===== config.mk =====
export PLATFORM = sky130hd
export DESIGN_NAME = i2c_eeprom_target
export DESIGN_NICKNAME = d
export VERILOG_FILES = /design/src/rtl/i2c_pkg.sv /design/src/rtl/i2c_sync_edge.sv /design/src/rtl/i2c_eeprom_target.sv
export SDC_FILE = /design/constraint.sdc
export NUM_CORES = 1
export LEC_CHECK = 0
export BUFFER_PORTS_ARGS = -buffer_cell sky130_fd_sc_hd__buf_4
export CORE_ASPECT_RATIO = 2
export CORE_MARGIN = 2
export CORE_UTILIZATION = 40
export CTS_CLUSTER_SIZE = 25
export DETAILED_ROUTE_END_ITERATION = 6
export PLACE_DENSITY = 0.65
export SYNTH_ARGS = -nofsm -noshare
export SYNTH_HDL_FRONTEND = slang
export SYNTH_SLANG_ARGS = --single-unit

===== constraint.sdc =====
create_clock -name clk -period 7.7 [get_ports clk]
set_clock_uncertainty 0.1 [all_clocks]
set_input_delay 1.54 -clock clk [delete_from_list [all_inputs] [get_ports clk]]
set_output_delay 1.54 -clock clk [all_outputs]
set_load 0.01 [all_outputs]

===== src/rtl/i2c_pkg.sv =====
// Shared encodings for the I2C EEPROM target: FSM states and bus-level constants.
// States are plain localparams so older code can keep comparing against raw codes.
package i2c_pkg;

  localparam logic [2:0] ST_IDLE     = 3'd0;
  localparam logic [2:0] ST_ADDR     = 3'd1;
  localparam logic [2:0] ST_ADDR_ACK = 3'd2;
  localparam logic [2:0] ST_WADDR    = 3'd3;
  localparam logic [2:0] ST_WDATA    = 3'd4;
  localparam logic [2:0] ST_RDATA    = 3'd5;
  localparam logic [2:0] ST_RACK     = 3'd6;
  // ACK driven for a word-address or data byte; always resumes in WDATA
  localparam logic [2:0] ST_ACK_HOLD = 3'd7;

  localparam logic I2C_ACK  = 1'b0;
  localparam logic I2C_NACK = 1'b1;
  localparam logic RW_WRITE = 1'b0;
  localparam logic RW_READ  = 1'b1;

endpackage


===== src/rtl/i2c_sync_edge.sv =====
// Two-flop synchronizer plus previous-value flop for SCL/SDA; decodes SCL edges and
// START/STOP in the clk after the level is synchronized (2-3 clk from the pins).
module i2c_sync_edge (
  input  logic clk,
  input  logic rst,
  input  logic scl_i,
  input  logic sda_i,
  output logic scl,
  output logic sda,
  output logic scl_rise,
  output logic scl_fall,
  output logic start_det,
  output logic stop_det
);

  // [0] metastable stage, [1] synchronized level, [2] previous synchronized level
  logic [2:0] scl_q, scl_d;
  logic [2:0] sda_q, sda_d;

  always_comb begin
    scl_d = {scl_q[1:0], scl_i};
    sda_d = {sda_q[1:0], sda_i};
  end

  // Reset to the idle-bus level so no edge is seen when reset releases
  always_ff @(posedge clk or posedge rst) begin
    if (rst) begin
      scl_q <= 3'b111;
      sda_q <= 3'b111;
    end else begin
      scl_q <= scl_d;
      sda_q <= sda_d;
    end
  end

  assign scl       = scl_q[1];
  assign sda       = sda_q[1];
  assign scl_rise  = scl_q[1] & ~scl_q[2];
  assign scl_fall  = ~scl_q[1] & scl_q[2];
  assign start_det = scl_q[1] & scl_q[2] & sda_q[2] & ~sda_q[1];
  assign stop_det  = scl_q[1] & scl_q[2] & ~sda_q[2] & sda_q[1];

endmodule


===== src/rtl/i2c_eeprom_target.sv =====
// I2C target modelling a 2**AW byte EEPROM with an auto-incrementing word pointer.
// Bits are sampled on SCL rise, SDA drive changes only on SCL fall; START/STOP win.
module i2c_eeprom_target #(
  parameter logic [6:0] DEV_ADDR = 7'h50,
  parameter int         AW       = 4
) (
  input  logic          clk,
  input  logic          rst,
  input  logic          scl_i,
  input  logic          sda_i,
  output logic          sda_oe,
  output logic          busy,
  output logic          wr_valid,
  output logic [AW-1:0] wr_addr,
  output logic [7:0]    wr_data
);

  import i2c_pkg::*;

  localparam int DEPTH = 1 << AW;

  logic scl_lvl, sda_lvl, scl_rise, scl_fall, start_det, stop_det;

  i2c_sync_edge u_sync (
    .clk       (clk),
    .rst       (rst),
    .scl_i     (scl_i),
    .sda_i     (sda_i),
    .scl       (scl_lvl),
    .sda       (sda_lvl),
    .scl_rise  (scl_rise),
    .scl_fall  (scl_fall),
    .start_det (start_det),
    .stop_det  (stop_det)
  );

  logic unused_scl_lvl;
  assign unused_scl_lvl = scl_lvl;

  logic [2:0]    state_q, state_d;
  logic [3:0]    cnt_q, cnt_d;
  logic [7:0]    shift_q, shift_d;
  logic [AW-1:0] ptr_q, ptr_d;
  logic          rw_q, rw_d;
  logic          mack_q, mack_d;
  logic          sda_oe_q, sda_oe_d;
  logic          busy_q, busy_d;
  logic          wr_valid_q, wr_valid_d;
  logic [AW-1:0] wr_addr_q, wr_addr_d;
  logic [7:0]    wr_data_q, wr_data_d;
  logic [7:0]    mem_q [DEPTH];
  logic [7:0]    mem_d [DEPTH];

  always_comb begin
    state_d    = state_q;
    cnt_d      = cnt_q;
    shift_d    = shift_q;
    ptr_d      = ptr_q;
    rw_d       = rw_q;
    mack_d     = mack_q;
    sda_oe_d   = sda_oe_q;
    busy_d     = busy_q;
    wr_valid_d = 1'b0;
    wr_addr_d  = wr_addr_q;
    wr_data_d  = wr_data_q;
    mem_d      = mem_q;

    if (stop_det) begin
      state_d  = ST_IDLE;
      sda_oe_d = 1'b0;
      busy_d   = 1'b0;
    end else if (start_det) begin
      state_d  = ST_ADDR;
      cnt_d    = 4'd0;
      sda_oe_d = 1'b0;
    end else if (scl_rise) begin
      case (state_q)
        ST_ADDR, ST_WADDR, ST_WDATA: begin
          if (cnt_q < 4'd8) begin
            shift_d = {shift_q[6:0], sda_lvl};
            cnt_d   = cnt_q + 4'd1;
          end
        end
        ST_RACK: begin
          mack_d = sda_lvl;
          cnt_d  = 4'd1;
        end
        default: ;
      endcase
    end else if (scl_fall) begin
      case (state_q)
        ST_ADDR: begin
          if (cnt_q == 4'd8) begin
            if (shift_q[7:1] == DEV_ADDR) begin
              sda_oe_d = 1'b1;
              busy_d   = 1'b1;
              rw_d     = shift_q[0];
              state_d  = ST_ADDR_ACK;
            end else begin
              state_d  = ST_IDLE;
            end
          end
        end
        ST_ADDR_ACK: begin
          if (rw_q == RW_READ) begin
            shift_d  = mem_q[ptr_q];
            sda_oe_d = ~mem_q[ptr_q][7];
            cnt_d    = 4'd1;
            state_d  = ST_RDATA;
          end else begin
            sda_oe_d = 1'b0;
            cnt_d    = 4'd0;
            state_d  = ST_WADDR;
          end
        end
        ST_WADDR: begin
          if (cnt_q == 4'd8) begin
            ptr_d    = shift_q[AW-1:0];
            sda_oe_d = 1'b1;
            state_d  = ST_ACK_HOLD;
          end
        end
        ST_WDATA: begin
          if (cnt_q == 4'd8) begin
            mem_d[ptr_q] = shift_q;
            wr_valid_d   = 1'b1;
            wr_addr_d    = ptr_q;
            wr_data_d    = shift_q;
            ptr_d        = ptr_q + 1'b1;
            sda_oe_d     = 1'b1;
            state_d      = ST_ACK_HOLD;
          end
        end
        ST_ACK_HOLD: begin
          sda_oe_d = 1'b0;
          cnt_d    = 4'd0;
          state_d  = ST_WDATA;
        end
        ST_RDATA: begin
          // cnt counts bits already put on the bus; bit7 went out on entry
          if (cnt_q == 4'd8) begin
            sda_oe_d = 1'b0;
            ptr_d    = ptr_q + 1'b1;
            cnt_d    = 4'd0;
            state_d  = ST_RACK;
          end else begin
            shift_d  = {shift_q[6:0], 1'b0};
            sda_oe_d = ~shift_q[6];
            cnt_d    = cnt_q + 4'd1;
          end
        end
        ST_RACK: begin
          if (cnt_q == 4'd1) begin
            if (mack_q == I2C_ACK) begin
              shift_d  = mem_q[ptr_q];
              sda_oe_d = ~mem_q[ptr_q][7];
              cnt_d    = 4'd1;
              state_d  = ST_RDATA;
            end else begin
              sda_oe_d = 1'b0;
              state_d  = ST_IDLE;
            end
          end
        end
        default: ;
      endcase
    end
  end

  always_ff @(posedge clk or posedge rst) begin
    if (rst) begin
      state_q    <= ST_IDLE;
      cnt_q      <= 4'd0;
      shift_q    <= 8'h00;
      ptr_q      <= '0;
      rw_q       <= RW_WRITE;
      mack_q     <= I2C_NACK;
      sda_oe_q   <= 1'b0;
      busy_q     <= 1'b0;
      wr_valid_q <= 1'b0;
      wr_addr_q  <= '0;
      wr_data_q  <= 8'h00;
      mem_q      <= '{default: 8'h00};
    end else begin
      state_q    <= state_d;
      cnt_q      <= cnt_d;
      shift_q    <= shift_d;
      ptr_q      <= ptr_d;
      rw_q       <= rw_d;
      mack_q     <= mack_d;
      sda_oe_q   <= sda_oe_d;
      busy_q     <= busy_d;
      wr_valid_q <= wr_valid_d;
      wr_addr_q  <= wr_addr_d;
      wr_data_q  <= wr_data_d;
      mem_q      <= mem_d;
    end
  end

  assign sda_oe   = sda_oe_q;
  assign busy     = busy_q;
  assign wr_valid = wr_valid_q;
  assign wr_addr  = wr_addr_q;
  assign wr_data  = wr_data_q;

endmodule


==> run summary <==
The run gives 0 as the hold violation count in the final report. The tools report the worst slew slack as a fraction of its limit as 14.5%. The detailed router finished its first iteration with 318 violations.

The die is 107 um wide. The number of different library cells used by synthesis comes to 63. Of all nets on the critical path, the largest fanout is 28. The repair_antennas step left the layout with diodes totalling 0.

The floorplan has 75 rows. The logs give 31.6 mm for the global-route wire length before repair and 604 for the count of mapped cells out of synthesis. The smallest clock period supported by the final layout is computed as 3.13 ns.

The initial antenna violation count was 0. The clock transition at the registers of the reported paths came out at 0.06 ns. The logs give 5,603 for the number of global-route vias before repair and 1.48 mW for the cell internal power dissipation. At the worst endpoint, the required time is 7.91 ns.

In this run the critical register-to-register path is captured at mem_q[62]$_DFFE_PP0P_. Counting along the longest clock path gives a buffer depth of 2. The filler cells instantiated in the layout total 1,842. After synthesis the netlist holds a flip-flop and latch count of 170. For the number of buffers created by CTS, the log shows 17. Kind of capture point of the worst setup path: a flip-flop. The top-level I/O count was 19. The tools report the startpoint kind of the worst setup timing path as a flip-flop.

The via-per-instance ratio was 5.68. The top cell type's share of synthesized area was 48.2%; the clock power share was 48.4%. The register-to-register setup slack was 4.57 ns; the post-placement cell count was 853. The type of the most critical hold path is flip-flop to flip-flop.

The logs give 0.830 for the final weighted congestion in routability-driven placement and 50.4% for the share of the yosys chip area belonging to registers. TritonCTS built the clock tree. After detailed routing, the number of remaining DRC violations is 0. The worst-case vdd ir drop is 0.162 mV, and the share of flip-flops with an asynchronous set or reset after synthesis is 100%.

The path with the worst hold slack has its endpoint at u_sync.scl_q[1]$_DFF_PP1_. Final-report max-slew violation count: 0. Port buffering added 18 buffers. Post-CTS timing repair inserted 0 buffers for setup. Yosys attributes the largest share of cell area to sky130_fd_sc_hd__dfrtp_1 (48%), sky130_fd_sc_hd__mux2_2 (14%), sky130_fd_sc_hd__mux4_2 (8.0%). Portion of total power attributed to sequential cells: 48.5%.

The prevailing post-synth register cell is sky130_fd_sc_hd__dfrtp_1. The library cells used most frequently in the layout, excluding fill and tap cells, are sky130_fd_sc_hd__dfrtp_1 (161), sky130_fd_sc_hd__mux2_2 (108), sky130_fd_sc_hd__mux2_4 (33). Once the floorplan was initialized, standard cells occupied 40.6% of the core. The setup path with the least slack is of type flip-flop to flip-flop.

Compared with the post-synthesis result, the final layout area differs by 11.3%. The detail route stage leaves a number of antenna-violating nets equal to 0. The logs give 0 for the leftover overflow at the end of global routing and 45.2% for the fraction of the core area covered by cells at the end of the flow. The die is 210 um tall. The worst register-to-register path begins at u_sync.scl_q[2]$_DFF_PP1_. The run gives 9410 um2 as the post-layout instance area.

Excluding fillers, the count of instances in the completed layout stands at 885. Dividing the final minimum period by the clock period gives 40.7%. Summed over all failing endpoints, the final setup total negative slack is 0 ns.

Entering global routing, the biggest net connects 99 pins. The clock latency on the worst-skew pair was 0.44 ns. The per-cell routed wire length is 22.4 um. Summed over all nets, the switching power comes to 420 uW.

For the max-capacitance violation count, the log shows 0. The floorplan step defined a die boundary enclosing 22,400 um2. The H-tree generated during clock tree synthesis spans 4 levels. The run finished with clean final reports.

The worst hold path was traced through 0 stages. Static power due to leakage: 4.34 nW. The power per cell area came out at 202 nW/um2. The number of synthesized flops with an enable pin was 0. The critical hold path startpoint was u_sync.scl_q[0]$_DFF_PP1_. For the post-CTS resize count, the log shows 0. The synthesized area per cell is 14.0 um2. The number of nets in the synthesized netlist is 618. The total number of vias is 5,027, and the depth of the worst register-to-register path is 8. In the final layout, the share of cells above drive strength 1 is 43.0%. The number of nets in the finished design is 617. Of all cell types, the one taking the most synthesized area is sky130_fd_sc_hd__dfrtp_1. Of the total power, the share spent switching nets is 22.1%. For the endpoint arrival time on the critical path, the log shows 3.35 ns. For the pin with the worst max-slew slack, the measured transition is 1.28 ns. The total of warnings raised by yosys was 0.

The library cell used most frequently in the layout, excluding fill and tap cells, is sky130_fd_sc_hd__dfrtp_1. The post-detailed-routing wire length is 19.8 mm. The cell area that synthesis handed to floorplanning was 8460 um2.

After clock tree synthesis, the flow added hold-fix buffers numbering 0. In this run the standard cell core region covers 20,800 um2. Once detailed placement completed, the half-perimeter wirelength came to 13.3 mm. The share of power burned in combinational logic is 3.1%, and the number of optimization iterations in the first detailed-route pass is 4. The total cell area at the placement stage was 8770 um2; the global-route usage over all layers was 18.9%. The clock net in this run drives a total of 170 sinks. The cell sitting at the root of the clock tree is a sky130_fd_sc_hd__clkbuf_16.

Setup violations remaining at the end of the flow were counted as 0. The tools report the timing-limited maximum frequency as 0.319 GHz. Setup repair after global routing left no endpoint under its margin.
[state kept, by name (all words and copies together) (netlist names)]
name / count
busy: 1
cnt_q: 4
mack_q: 1
mem_q: 128
ptr_q: 4
rw_q: 1
sda_oe: 1
shift_q: 8
state_q: 3
u_sync.scl_q: 3
u_sync.sda_q: 3
wr_addr: 4
wr_data: 8
wr_valid: 1
[worst max-delay path, stage by stage, from the launching register on]
cell                      delay [ns]
sky130_fd_sc_hd__dfstp_2        0.54
sky130_fd_sc_hd__inv_1          0.04
sky130_fd_sc_hd__ha_1           0.33
sky130_fd_sc_hd__and2b_2        0.32
sky130_fd_sc_hd__nand2_2        0.11
sky130_fd_sc_hd__nor4_4         0.23
sky130_fd_sc_hd__buf_4          0.55
sky130_fd_sc_hd__nand3_2        0.39
sky130_fd_sc_hd__mux2_2         0.39
[how the worst max path moves through the flow]
stage	startpoint	to	slack (ns)	depth (start not counted)
final	u_sync.scl_q[2]$_DFF_PP1_	mem_q[62]$_DFFE_PP0P_	4.57	8
after global routing	u_sync.scl_q[2]$_DFF_PP1_	mem_q[37]$_DFFE_PP0P_	4.43	8
after CTS	u_sync.scl_q[2]$_DFF_PP1_	mem_q[20]$_DFFE_PP0P_	4.58	8
after detailed placement	rst	mem_q[89]$_DFFE_PP0P_	4.28	3
after global placement	rst	mem_q[81]$_DFFE_PP0P_	4.40	3
after floorplan	rst	busy$_DFFE_PP0P_	1.47	1
[synthesized netlist by cell type, drive strengths merged, types with 2 or more instances]
library cell,n
a211oi,4
a21oi,27
a22oi,18
a31oi,4
and2b,3
and3,2
buf,17
clkbuf,26
dfrtp,163
dfstp,7
ha,10
inv,21
mux2,143
mux2i,11
mux4,30
nand2,13
nand2b,3
nand3,26
nand3b,3
nand4,2
nor2,8
nor2b,7
nor3,7
nor4,3
o211ai,4
o21ai,15
o21bai,2
o311a,2
or2b,3
or3,3
or3b,2
[metrics by stage]
step	setup slack, ns	total power, mW	hold WS, ns
6_report	4.57	1.90	0.256
5_1_grt	4.43	1.96	0.261
4_1_cts	4.58	1.92	0.257
3_5_place_dp	4.28	0.999	0.250
3_3_place_gp	4.40	0.994	0.248
2_1_floorplan	1.47	0.977	0.245
[layout make-up]
| type | instances | area [um2] | share of cell area [%] |
|---|---|---|---|
| clock buffers | 19 | 453 | 4.81 |
| well taps | 269 | 337 | 3.58 |
| multi-input cells | 370 | 3910 | 41.6 |
| flip-flops and latches | 170 | 4270 | 45.3 |
| inverters | 21 | 83.8 | 0.891 |
| repair buffers | 23 | 173 | 1.83 |
| clock inverters | 13 | 188 | 1.99 |
[routing by layer]
layer	global-route usage, %	vias up	wire (um)
li1	-	2226	-
met1	20.3	2658	7460
met2	33.3	96	10900
met3	3.17	47	389
met4	12.7	0	1090
met5	0	-	0
[power by group through the flow]
stage | Clock (mW) | Combinational (mW) | Sequential [mW]
after CTS | 0.941 | 0.0607 | 0.922
final | 0.921 | 0.0593 | 0.922
after global placement | 0 | 0.0572 | 0.937
after global routing | 0.974 | 0.0674 | 0.923
after detailed placement | 0 | 0.0605 | 0.938
after floorplan | 0 | 0.0540 | 0.923
[logic make-up after synthesis]
family          share of synthesized area, %
buf+inv                                 3.45
fa+ha+maj                               1.48
compound gates                          7.04
flops                                   50.4
mux                                     29.8
simple gates                            7.83
No activity file was read; power rests on OpenSTA's default activity.
